### config.mk
export PLATFORM = sky130hd
export DESIGN_NAME = nexys4_io_bridge
export DESIGN_NICKNAME = d
export VERILOG_FILES = /design/src/rtl/nexys4_io_bridge.sv
export SDC_FILE = /design/constraint.sdc
export NUM_CORES = 1
export LEC_CHECK = 0
export CORE_MARGIN = 5
export CORE_UTILIZATION = 56
export CTS_CLUSTER_DIAMETER = 120
export DETAILED_ROUTE_END_ITERATION = 10
export MAX_ROUTING_LAYER = met4
export PLACE_DENSITY_LB_ADDON = 0.3
export SLEW_MARGIN = 20
export SYNTH_ARGS = -nofsm -noshare
export SYNTH_HDL_FRONTEND = slang
export SYNTH_SLANG_ARGS = --single-unit
export TNS_END_PERCENT = 30
### constraint.sdc
create_clock -name clk -period 3.86 [get_ports clk]
set_clock_uncertainty 0.2 [all_clocks]
set_input_delay 0.579 -clock clk [delete_from_list [all_inputs] [get_ports clk]]
set_output_delay 0.579 -clock clk [all_outputs]
set_load 0.005 [all_outputs]
### src/rtl/nexys4_io_bridge.sv
// -----------------------------------------------------------------------------
// nexys4_io_bridge
//
// KCPSM6 port-mapped I/O bridge for the Nexys4 designs. It holds the
// seven-segment digit registers and a double-buffered RGB colour word. It also
// captures live buttons and latches their rising edges. A programmable
// millisecond tick and a two-state interrupt controller complete the block.
//
// Ports
//   clk, reset        system clock, synchronous active-high reset
//   db_btns           debounced buttons, active-high
//   digits            digit i in bits [i*DIG_W +: DIG_W]
//   rgb               committed colour {red, green, blue}
//   port_id           KCPSM6 port address (read and write)
//   out_port          KCPSM6 write data
//   in_port           KCPSM6 read data, registered (1-cycle latency)
//   write_strobe,
//   k_write_strobe    write qualifiers, treated identically
//   read_strobe       read qualifier (only used to clear the edge latch)
//   interrupt_ack     KCPSM6 interrupt acknowledge
//   interrupt         interrupt request, registered
// -----------------------------------------------------------------------------
module nexys4_io_bridge #(
  parameter int         CLK_HZ          = 100_000_000,
  parameter int         NUM_DIGITS      = 8,
  parameter int         DIG_W           = 5,
  parameter int         COLOR_W         = 4,
  parameter int         NUM_BTNS        = 6,
  parameter int         TICK_MS_DEFAULT = 500,
  parameter logic [7:0] PA_BTNS         = 8'h00,
  parameter logic [7:0] PA_BTN_EDGE     = 8'h01,
  parameter logic [7:0] PA_INT_CAUSE    = 8'h02,
  parameter logic [7:0] PA_INT_EN       = 8'h03,
  parameter logic [7:0] PA_TICK_LO      = 8'h04,
  parameter logic [7:0] PA_TICK_HI      = 8'h05,
  parameter logic [7:0] PA_RED          = 8'h08,
  parameter logic [7:0] PA_GREEN        = 8'h09,
  parameter logic [7:0] PA_BLUE         = 8'h0A,
  parameter logic [7:0] PA_RGB_COMMIT   = 8'h0B,
  parameter logic [7:0] PA_DIG_BASE     = 8'h10
) (
  input  logic                         clk,
  input  logic                         reset,
  input  logic [NUM_BTNS-1:0]          db_btns,
  output logic [NUM_DIGITS*DIG_W-1:0]  digits,
  output logic [3*COLOR_W-1:0]         rgb,
  input  logic [7:0]                   port_id,
  input  logic [7:0]                   out_port,
  output logic [7:0]                   in_port,
  input  logic                         write_strobe,
  input  logic                         k_write_strobe,
  input  logic                         read_strobe,
  input  logic                         interrupt_ack,
  output logic                         interrupt
);

  // Prescaler divide ratio for a 1 ms pulse; a 1-bit counter covers DIV==1.
  localparam int DIV   = (CLK_HZ / 1000 > 0) ? CLK_HZ / 1000 : 1;
  localparam int PRE_W = (DIV > 1) ? $clog2(DIV) : 1;
  localparam int IDX_W = (NUM_DIGITS > 1) ? $clog2(NUM_DIGITS) : 1;

  typedef enum logic {
    IRQ_IDLE = 1'b0,
    IRQ_REQ  = 1'b1
  } irq_state_e;

  // ---------------------------------------------------------------------------
  // Registers
  // ---------------------------------------------------------------------------
  logic [DIG_W-1:0]     digits_q [NUM_DIGITS];
  logic [DIG_W-1:0]     digits_d [NUM_DIGITS];
  logic [COLOR_W-1:0]   red_q, red_d, green_q, green_d, blue_q, blue_d;
  logic [3*COLOR_W-1:0] rgb_q, rgb_d;
  logic [7:0]           stage_q, stage_d;
  logic [15:0]          period_q, period_d;
  logic [15:0]          ms_q, ms_d;
  logic [PRE_W-1:0]     pre_q, pre_d;
  logic [1:0]           int_en_q, int_en_d;
  logic [1:0]           status_q, status_d;
  logic [1:0]           cause_q, cause_d;
  logic [NUM_BTNS-1:0]  btn_prev_q;
  logic [NUM_BTNS-1:0]  edge_q, edge_d;
  logic [7:0]           in_port_q, in_port_d;
  irq_state_e           state_q, state_d;

  // ---------------------------------------------------------------------------
  // Decode
  // ---------------------------------------------------------------------------
  logic             wr_en;
  logic [7:0]       dig_off;
  logic             dig_hit;
  logic [IDX_W-1:0] dig_idx;
  logic             tick_restart;
  logic             ms_pulse;
  logic             tick;
  logic [NUM_BTNS-1:0] btn_rise;
  logic             edge_clr;
  logic [1:0]       pending;
  logic             ack_take;

  assign wr_en        = write_strobe | k_write_strobe;
  assign dig_off      = port_id - PA_DIG_BASE;
  assign dig_hit      = (port_id >= PA_DIG_BASE) && (dig_off < 8'(NUM_DIGITS));
  assign dig_idx      = dig_off[IDX_W-1:0];
  assign tick_restart = wr_en && (port_id == PA_TICK_HI);

  assign btn_rise = db_btns & ~btn_prev_q;
  assign edge_clr = read_strobe && (port_id == PA_BTN_EDGE);
  assign pending  = status_q & int_en_q;
  assign ack_take = (state_q == IRQ_REQ) && interrupt_ack;

  // ---------------------------------------------------------------------------
  // Write path
  // ---------------------------------------------------------------------------
  // NOTE: every always_comb output gets a default first; a path that leaves a
  // variable unassigned would infer a latch.
  always_comb begin
    digits_d = digits_q;
    red_d    = red_q;
    green_d  = green_q;
    blue_d   = blue_q;
    rgb_d    = rgb_q;
    stage_d  = stage_q;
    period_d = period_q;
    int_en_d = int_en_q;
    if (wr_en) begin
      case (port_id)
        PA_RED:        red_d    = out_port[COLOR_W-1:0];
        PA_GREEN:      green_d  = out_port[COLOR_W-1:0];
        PA_BLUE:       blue_d   = out_port[COLOR_W-1:0];
        // All three components switch on the same edge, so the image
        // controller never sees a half-updated colour.
        PA_RGB_COMMIT: rgb_d    = {red_q, green_q, blue_q};
        PA_TICK_LO:    stage_d  = out_port;
        PA_TICK_HI:    period_d = {out_port, stage_q};
        PA_INT_EN:     int_en_d = out_port[1:0];
        default: begin
          if (dig_hit) digits_d[dig_idx] = out_port[DIG_W-1:0];
        end
      endcase
    end
  end

  // ---------------------------------------------------------------------------
  // Millisecond tick
  // ---------------------------------------------------------------------------
  assign ms_pulse = (pre_q == PRE_W'(DIV - 1));
  // A TICK_HI write restarts the period, so it also swallows a coinciding tick.
  assign tick     = !tick_restart && (period_q != 16'd0) && ms_pulse &&
                    (ms_q == period_q - 16'd1);

  always_comb begin
    pre_d = pre_q;
    ms_d  = ms_q;
    if (tick_restart) begin
      pre_d = '0;
      ms_d  = '0;
    end else begin
      pre_d = ms_pulse ? '0 : pre_q + 1'b1;
      if (period_q == 16'd0) begin
        ms_d = '0;
      end else if (ms_pulse) begin
        ms_d = (ms_q == period_q - 16'd1) ? 16'd0 : ms_q + 16'd1;
      end
    end
  end

  // ---------------------------------------------------------------------------
  // Edge latch, status and cause
  // ---------------------------------------------------------------------------
  always_comb begin
    // Set wins over the read-clear so an edge landing on the read is kept.
    edge_d   = (edge_clr ? '0 : edge_q) | btn_rise;
    // Only bits handed over in cause are cleared; events arriving in the ack
    // cycle are OR-ed back in and raise a fresh request.
    status_d = (status_q & ~(ack_take ? pending : 2'b00)) | {|btn_rise, tick};
    cause_d  = ack_take ? pending : cause_q;
  end

  // ---------------------------------------------------------------------------
  // Read mux; sampled every cycle regardless of read_strobe
  // ---------------------------------------------------------------------------
  always_comb begin
    in_port_d = 8'h00;
    case (port_id)
      PA_BTNS:      in_port_d = 8'(db_btns);
      PA_BTN_EDGE:  in_port_d = 8'(edge_q);
      PA_INT_CAUSE: in_port_d = {6'b0, cause_q};
      PA_INT_EN:    in_port_d = {6'b0, int_en_q};
      PA_TICK_LO:   in_port_d = period_q[7:0];
      PA_TICK_HI:   in_port_d = period_q[15:8];
      PA_RED:       in_port_d = 8'(red_q);
      PA_GREEN:     in_port_d = 8'(green_q);
      PA_BLUE:      in_port_d = 8'(blue_q);
      default: begin
        if (dig_hit) in_port_d = 8'(digits_q[dig_idx]);
      end
    endcase
  end

  // ---------------------------------------------------------------------------
  // Datapath registers
  // ---------------------------------------------------------------------------
  // NOTE: sequential state is written only with non-blocking assignments so
  // every flop samples the pre-edge value of its inputs.
  always_ff @(posedge clk) begin
    if (reset) begin
      // NOTE: the digit array is a bank of flops, not a RAM, so it is reset
      // like any other register.
      digits_q   <= '{default: '0};
      red_q      <= '0;
      green_q    <= '0;
      blue_q     <= '0;
      rgb_q      <= '0;
      stage_q    <= '0;
      period_q   <= 16'(TICK_MS_DEFAULT);
      ms_q       <= '0;
      pre_q      <= '0;
      int_en_q   <= '0;
      status_q   <= '0;
      cause_q    <= '0;
      btn_prev_q <= '0;
      edge_q     <= '0;
      in_port_q  <= '0;
    end else begin
      digits_q   <= digits_d;
      red_q      <= red_d;
      green_q    <= green_d;
      blue_q     <= blue_d;
      rgb_q      <= rgb_d;
      stage_q    <= stage_d;
      period_q   <= period_d;
      ms_q       <= ms_d;
      pre_q      <= pre_d;
      int_en_q   <= int_en_d;
      status_q   <= status_d;
      cause_q    <= cause_d;
      btn_prev_q <= db_btns;
      edge_q     <= edge_d;
      in_port_q  <= in_port_d;
    end
  end

  // ---------------------------------------------------------------------------
  // Interrupt controller
  // ---------------------------------------------------------------------------
  always_ff @(posedge clk) begin
    if (reset) state_q <= IRQ_IDLE;
    else       state_q <= state_d;
  end

  always_comb begin
    state_d = state_q;
    case (state_q)
      IRQ_IDLE: if (pending != 2'b00) state_d = IRQ_REQ;
      IRQ_REQ:  if (interrupt_ack)    state_d = IRQ_IDLE;
      default:                        state_d = IRQ_IDLE;
    endcase
  end

  // The state is a single flop, so the request comes straight from a register.
  always_comb begin
    interrupt = (state_q == IRQ_REQ);
  end

  // ---------------------------------------------------------------------------
  // Outputs
  // ---------------------------------------------------------------------------
  for (genvar i = 0; i < NUM_DIGITS; i++) begin : g_digits
    assign digits[i*DIG_W +: DIG_W] = digits_q[i];
  end

  assign rgb     = rgb_q;
  assign in_port = in_port_q;

endmodule
# Yosys cells after proc, flatten, opt, wreduce, memory -nomap -nowiden
# Index checks and enable logic that the tools add are counted.
dict set report classes {
  magnitude_cmp 4
  n_bitwise 11
  n_reduce_logical 25
  n_addsub 4
  eq_ne 11
  muxes 14
}
# op n
set op_table {}
lappend op_table {{one-hot mux 8 bit (9 select lines)} 1}
lappend op_table {{bitwise mux 40 bit} 1}
lappend op_table {{equality test 8 x 4 -> 1 bit (second input constant)} 4}
lappend op_table {{two-way mux 5 bit} 4}
lappend op_table {{adder 17 x 1 -> 17 bit (second input constant)} 1}
lappend op_table {{equality test 17 bit (second input constant)} 1}
lappend op_table {{adder 16 x 1 -> 16 bit (second input constant)} 1}
lappend op_table {{equality test 16 bit} 1}
lappend op_table {{equality test 8 x 2 -> 1 bit (second input constant)} 2}
lappend op_table {{equality test 8 x 3 -> 1 bit (second input constant)} 2}
lappend op_table {{logical NOT 16 bit} 1}
lappend op_table {{two-way mux 16 bit} 1}
lappend op_table {{nonzero test 16 bit} 1}
lappend op_table {{subtractor 16 x 1 -> 16 bit (second input constant)} 1}
lappend op_table {{binary-select mux 5 bit (select 3 bit)} 1}
lappend op_table {{demux 5 bit (select 3 bit)} 1}
lappend op_table {{AND reduction 2 bit} 7}
lappend op_table {{equality test 8 x 1 -> 1 bit (second input constant)} 1}
lappend op_table {{greater-or-equal comparator 8 x 5 -> 1 bit (second input constant)} 1}
lappend op_table {{logical AND 1 bit} 8}
lappend op_table {{logical NOT 8 bit} 1}
lappend op_table {{< comparator 8 x 4 -> 1 bit (second input constant)} 1}
lappend op_table {{subtractor 8 x 5 -> 8 bit (second input constant)} 1}
lappend op_table {{OR reduction 7 bit} 1}
lappend op_table {{other kinds (20)} 24}
dict set report totals {
  elab_cells 92
  regBits 148
}

# Depth between registers and ports, before layout
dict set report depth {
  depth_word 7
  depth_mapped 9
}

# Least setup slack after synthesis
# Ideal clock, no wire load.
dict set report synth_path {
  path_type {input to register}
  startpoint {input port port_id[0]}
  endpoint {register period_q[12]}
  cell_stages 7
  path_buffers 3
  arrival_ps 2452
  t_required_ps 3590
  path_slack_ps 1138
  cell_sequence {clkbuf_1 > clkbuf_1 > nand2_1 > nor4_1 > clkbuf_1 > nand2_1 > a21oi_1}
}
dict set report synth_between {
  elab_chain_len 2
}
# item line
set synth_rtl {}
lappend synth_rtl {{from (decl)} 47} ;# input logic [7:0] port_id,
lappend synth_rtl {{equality test 8 x 3 -> 1 bit} 127} ;# case (port_id)
lappend synth_rtl {{AND reduction 2 bit (no source line)} --}
lappend synth_rtl {{to (signal assigned)} 216} ;# period_q <= 16'(TICK_MS_DEFAULT);
lappend synth_rtl {{to (signal assigned)} 232} ;# period_q <= period_d;
lappend synth_rtl {{to (decl)} 75} ;# logic [15:0] period_q, period_d;
# Every way passes these cells.
# A chain may end at the register's enable or synchronous reset.

# Worst setup path in the final report
dict set report layout_path {
  startpoint {input port port_id[1]}
  endpoint {register in_port_q[0], in the netlist in_port[0]}
}
dict set report layout_between {
  elab_chain_len 7
  elab_cells_between_ends 19
}
# item line
set layout_rtl {}
lappend layout_rtl {{parallel branches: the longest is 6 deep, another holds subtractor 8 x 5 -> 8 bit} --}
lappend layout_rtl {{one-hot mux 8 bit (9 select lines) (*)} 185} ;# case (port_id)
lappend layout_rtl {{to (signal assigned)} 240} ;# in_port_q <= in_port_d;
lappend layout_rtl {{to (decl)} 83} ;# logic [7:0] in_port_q, in_port_d;
# Every way passes the cells marked *. The select of a mux whose other input is x is not followed.

==> results.ini <==
[timing]
slew_headroom_pct=42.1
setup_violations=0
drv_slew=0
clock.fmax_mhz=327
setup_tns_ns=0
fin_crit_ns=3.05
finalCritPeriodShare_pct=79.1
tightestPinTransition_ns=0.862
rsz0062_at_grt=no
hold_viol=0

[place]
hpwlAfterDp_um=14100
gp_congestion=0.872
place_area_um2=7990
io_buffer_count=88

[clock_network]
post_cts_buffers=0
clock-root-buffer=clkbuf_16
clkSlewWorstSetupHoldPaths_ns=0.06
postCtsHoldBufs=0
cts_buffers=17
cts_tree=yes
clock_latency_ns=0.42
htree_levels=4
post_cts_resized=0
clock_path_buffers=2
cts_sinks=148

[synthesis]
synth_cell_types=70
syn_nets=837
synth_edf_count=0
async_reset_ff_share_pct=0
synth_area_leader_cell=dfxtp_1
syn_avg_cell_area_um2=8.64
synthTopCellsByCount=148 x dfxtp_1, 113 x nand2_1, 93 x nor2_1, 60 x a21oi_1, 51 x nand3_1
syn_inst=805
synth_top_area_share_pct=42.6
ys_warn_count=0
ys_ff_latch=148
synth.most_common_cell=dfxtp_1
syn_area_um2=6960
yosys-top-cells-area=dfxtp_1 43%, mux2i_1 7.0%, nand2_1 6.1%, nor2_1 5.0%, a21oi_1 4.3%
synth_seq_area_share_pct=42.6
synthFlopType=dfxtp_1

[cells_and_area]
seq_area_um2=2960
multiInputGateArea_um2=3760
layout-drive-gt1-share_pct=9.42
diodes=0
fillers=940
area_growth_pct=24.1
final_cell_area_um2=8630
nets=913

[power]
power_density_nw_per_um2=405
power_mw=3.50
leakage_nw=3.17
peakVddDrop_mv=0.302

[floorplanning]
die_height_um=121
core_um2=12100
die-width_um=121
dieArea_um2=14800
start_util_pct=57.4
ios=89
num_rows=40

[min_path]
worstHoldPathType=reg2reg
whs_path_depth=1

[setup_path]
crit_chain=clkdlybuf4s50_1, buf_4, mux2_2, a221oi_1, o21ai_0, o21a_1
ff2ff_setup_slack_ns=0.85
cp_max_fo=18
worstSetupPathType=in2reg
cp.required_ns=3.97
arrival_ns=3.17
end_kind=flip-flop
slowest_stage=clkdlybuf4s50_1
r2r_cells=9
start_kind=input pin
cpPeakStageDelay_ns=1.00

[routing]
viasPerCell=6.06
vias=6425
routed_wirelength_um=20200
ant_nets=0
wl_per_cell_um=19.0
route.detailed.drc=0
drt_iter0_drc=684
firstDrtPassIters=5

[run]
maxCapViolCount=0

[status]
status=complete, no violations

[global_route]
track_usage_pct=28.3
antenna_found_initial=0
grt_pass1_wl_um=32200
grt-ovfl-total=0
grt_pass1_vias=6211
grt_max_degree=80

## layout make-up
type / count / area share (%)
clock buffer: 20 / 5.29
sequential: 148 / 34.3
inverter: 11 / 0.478
clock inverter: 10 / 2.09
multi-input combinational: 595 / 43.5
tap: 168 / 2.43
timing repair buffer: 108 / 11.9
## metal layers
| layer | wire (um) | vias to the layer above | global-route usage (%) |
|---|---|---|---|
| met5 | 0 | - | - |
| met4 | 510 | 0 | 10.8 |
| met3 | 1610 | 48 | 5.83 |
| met2 | 9290 | 310 | 43.8 |
| met1 | 8760 | 3092 | 36.7 |
| li1 | - | 2975 | - |
## power by group
part | leakage, nW | total [mW] | internal (mW) | switching [mW]
clock | 0.308 | 1.79 | 1.17 | 0.618
sequential | 1.20 | 1.55 | 1.54 | 0.00937
combinational | 1.67 | 0.161 | 0.0604 | 0.100
## state kept, by name (all words and copies together), names as in the netlist
name and count:
ms_q 16, rgb 12, status_q 2, digits 40, blue_q 4, pre_q 17
cause_q 2, stage_q 8, green_q 4, btn_prev_q 6, period_q 16, interrupt 1
red_q 4, int_en_q 2, edge_q 6, in_port 8
## critical path: cells and delay by family
kind	cells	cell delay [ns]
AOI/OAI and AO/OA	3	0.81
buffers and inverters	2	1.39
muxes	1	0.38
## path summary, 6_finish.rpt
| check | to | startpoint |
|---|---|---|
| worst max register to register | ms_q[6]$_SDFFE_PP0N_ | period_q[0]$_SDFFE_PP0P_ |
| worst max-delay path | in_port[0]$_SDFF_PP0_ | port_id[1] |
| worst min-delay path | pre_q[0]$_SDFF_PP0_ | pre_q[0]$_SDFF_PP0_ |
| worst min register to register | pre_q[0]$_SDFF_PP0_ | pre_q[0]$_SDFF_PP0_ |
## cells by family (layout without fill, tap and decap cells)
| family | count (synthesis) | in the layout | share of synthesized area (%) |
|---|---|---|---|
| AOI/OAI and AO/OA | 115 | 115 | 10.4 |
| xor gates and xnor gates | 46 | 46 | 5.79 |
| adders and majority gates | 4 | 4 | 0.719 |
| buffers and inverters | 62 | 149 | 3.58 |
| DFF | 148 | 148 | 42.6 |
| muxes | 65 | 65 | 11.3 |
| and+or+nand+nor | 365 | 365 | 25.6 |
## cell usage in the layout, fill, tap and decap left out, types with 4 or more instances in the layout
cell type | synthesis | layout
dfxtp_1 | 148 | 148
nand2_1 | 113 | 113
nor2_1 | 93 | 93
clkdlybuf4s50_1 | 0 | 87
a21oi_1 | 60 | 60
nand3_1 | 51 | 51
mux2i_1 | 49 | 49
xor2_1 | 28 | 28
buf_4 | 1 | 20
xnor2_1 | 18 | 18
nor2b_1 | 17 | 17
nor4_1 | 18 | 17
clkbuf_16 | 0 | 17
inv_1 | 11 | 11
nor3_1 | 11 | 11
o21ai_0 | 11 | 11
mux4_2 | 10 | 10
nand4_1 | 9 | 9
and3_1 | 8 | 8
a22oi_1 | 7 | 7
mux2_2 | 6 | 6
or3_1 | 5 | 5
bufinv_16 | 0 | 5
and2_1 | 4 | 4
a31oi_1 | 4 | 4
nor3b_1 | 4 | 4
and4_1 | 4 | 4
ha_1 | 4 | 4
## stage by stage
step / setup slack [ns] / std cells / util, % / hold slack (ns)
5_1_grt: 0.715 / 1060 / 71.3 / 0.279
3_3_place_gp: 0.433 / 1030 / 66.0 / 0.227
4_1_cts: 0.858 / 1060 / 71.3 / 0.253
6_report: 0.805 / 1060 / 71.3 / 0.246
2_1_floorplan: 1.14 / 805 / - / 0.218
3_5_place_dp: 0.481 / 1030 / 66.0 / 0.240
Note: power is estimated with default switching activity, not from simulation.
==> patch: new RTL, same flow settings <==
Register the input `db_btns` before use, cleared by the reset. The logic sees it one clock later. The other inputs are not delayed to match.
--- a/src/rtl/nexys4_io_bridge.sv
+++ b/src/rtl/nexys4_io_bridge.sv
@@ -64,6 +64,16 @@
     IRQ_REQ  = 1'b1
   } irq_state_e;
 
+  logic [NUM_BTNS-1:0] db_btns_q;
+
+  always_ff @(posedge clk) begin
+    if (reset) begin
+      db_btns_q <= '0;
+    end else begin
+      db_btns_q <= db_btns;
+    end
+  end
+
   // ---------------------------------------------------------------------------
   // Registers
   // ---------------------------------------------------------------------------
@@ -104,7 +114,7 @@
   assign dig_idx      = dig_off[IDX_W-1:0];
   assign tick_restart = wr_en && (port_id == PA_TICK_HI);
 
-  assign btn_rise = db_btns & ~btn_prev_q;
+  assign btn_rise = db_btns_q & ~btn_prev_q;
   assign edge_clr = read_strobe && (port_id == PA_BTN_EDGE);
   assign pending  = status_q & int_en_q;
   assign ack_take = (state_q == IRQ_REQ) && interrupt_ack;
@@ -183,7 +193,7 @@
   always_comb begin
     in_port_d = 8'h00;
     case (port_id)
-      PA_BTNS:      in_port_d = 8'(db_btns);
+      PA_BTNS:      in_port_d = 8'(db_btns_q);
       PA_BTN_EDGE:  in_port_d = 8'(edge_q);
       PA_INT_CAUSE: in_port_d = {6'b0, cause_q};
       PA_INT_EN:    in_port_d = {6'b0, int_en_q};
@@ -235,7 +245,7 @@
       int_en_q   <= int_en_d;
       status_q   <= status_d;
       cause_q    <= cause_d;
-      btn_prev_q <= db_btns;
+      btn_prev_q <= db_btns_q;
       edge_q     <= edge_d;
       in_port_q  <= in_port_d;
     end
Behaviour: not the same (a bounded check fails within 4 cycles, from zero or initial values and one cycle with reset high).
==> patch against the unedited design <==
Synthesized area up 1.6%. Power down 1.6%. Sequential cell count up 6. Cell area up 0.28%. Count of clock-buffer cells in the layout down 3. Worst setup slack worse by 67 ps. Routed wire length down 8.0%. Global-route usage down 2.2 points. Largest cell class unchanged.
==> patch: results (changes against the unedited design) <==
* Area contributors post-synth: dfxtp_1 (44%), mux2i_1 (12%), nor2_1 (5.9%) (was dfxtp_1 (43%), mux2i_1 (7.0%), nand2_1 (6.1%))
* Family with the most delay on the worst path: simple AND/OR/NAND/NOR gates (was buffers and inverters)
* Placed cells at 999 (was 1030)
* Met3 Resource Use GR at 5.71% (was 5.83%)
* Syn avg cell area at 9.16 um^2 (was 8.64 um^2)
* Synth cell count leaders: dfxtp_1 (154), nor2_1 (112), mux2i_1 (83) (was dfxtp_1 (148), nand2_1 (113), nor2_1 (93))
* Static leakage at 3.31 nW (was 3.17 nW)
* Worst r2r dst: ms_q[1]$_SDFFE_PP0N_ (was ms_q[6]$_SDFFE_PP0N_)
* Worst hold slack at 251 ps (was 246 ps)
* First-pass GRT wire length at 29.7 mm (was 32.2 mm)
* Syn Nets at 804 (was 837)
* Grt met2 use at 44.3% (was 43.8%)
* Critical Path Start: period_q[2]$_SDFFE_PP1P_ (was port_id[1])
* P_comb at 0.157 mW (was 0.161 mW)
* Reg2reg path depth at 8 (was 9)
* Final core utilization at 69.2% (was 71.3%)
* Slew @ Worst Pin at 842 ps (was 862 ps)
* Power Clock at 1.67 mW (was 1.79 mW)
* CP max FO at 16 (was 18)
* Largest net degree at the start of global routing at 119 (was 80)
* Gp weighted congestion at 0.878 (was 0.872)
* Fillcell total at 1014 (was 940)
* DRT Wirelength at 18.6 mm (was 20.2 mm)
* Arr. time, crit path at 3230 ps (was 3170 ps)
* Status: completed (unchanged)
* Crit path kind: flop to flop (was primary input to flop)
* Peak VDD IR at 0.000304 V (was 0.000302 V)
* Met1 Wirelength at 7.78 mm (was 8.76 mm)
[patch: changes by cell type in the layout (fill, tap and decap cells not counted), moves of 4 or more]
cell,before,now
nor3_1,11,17
dfxtp_1,148,154
a21oi_1,60,38
nor4_1,17,9
buf_4,20,12
nand3_1,51,39
mux2i_1,49,83
a22oi_1,7,3
nand2_1,113,81
nor3_2,0,8
nor2_1,93,112
xor2_1,28,32
mux2_2,6,0
nand3b_1,2,7
[patch: area by class of cell]
type,count,area share [%]
multi-input cells,563,43.5
flip-flops and latches,154,35.6
repair buffers,100,11.2
clock buffers,17,4.91
well taps,172,2.49
clock inverters,15,1.92
inverters,10,0.434
[patch: logic make-up after synthesis]
| group | after synthesis | share of synthesized area [%] |
|---|---|---|
| mux | 96 | 15.9 |
| buf+inv | 55 | 3.41 |
| xor+xnor | 49 | 6.07 |
| fa+ha+maj | 4 | 0.708 |
| simple gates | 340 | 23.9 |
| compound gates | 74 | 6.46 |
| flops | 154 | 43.6 |
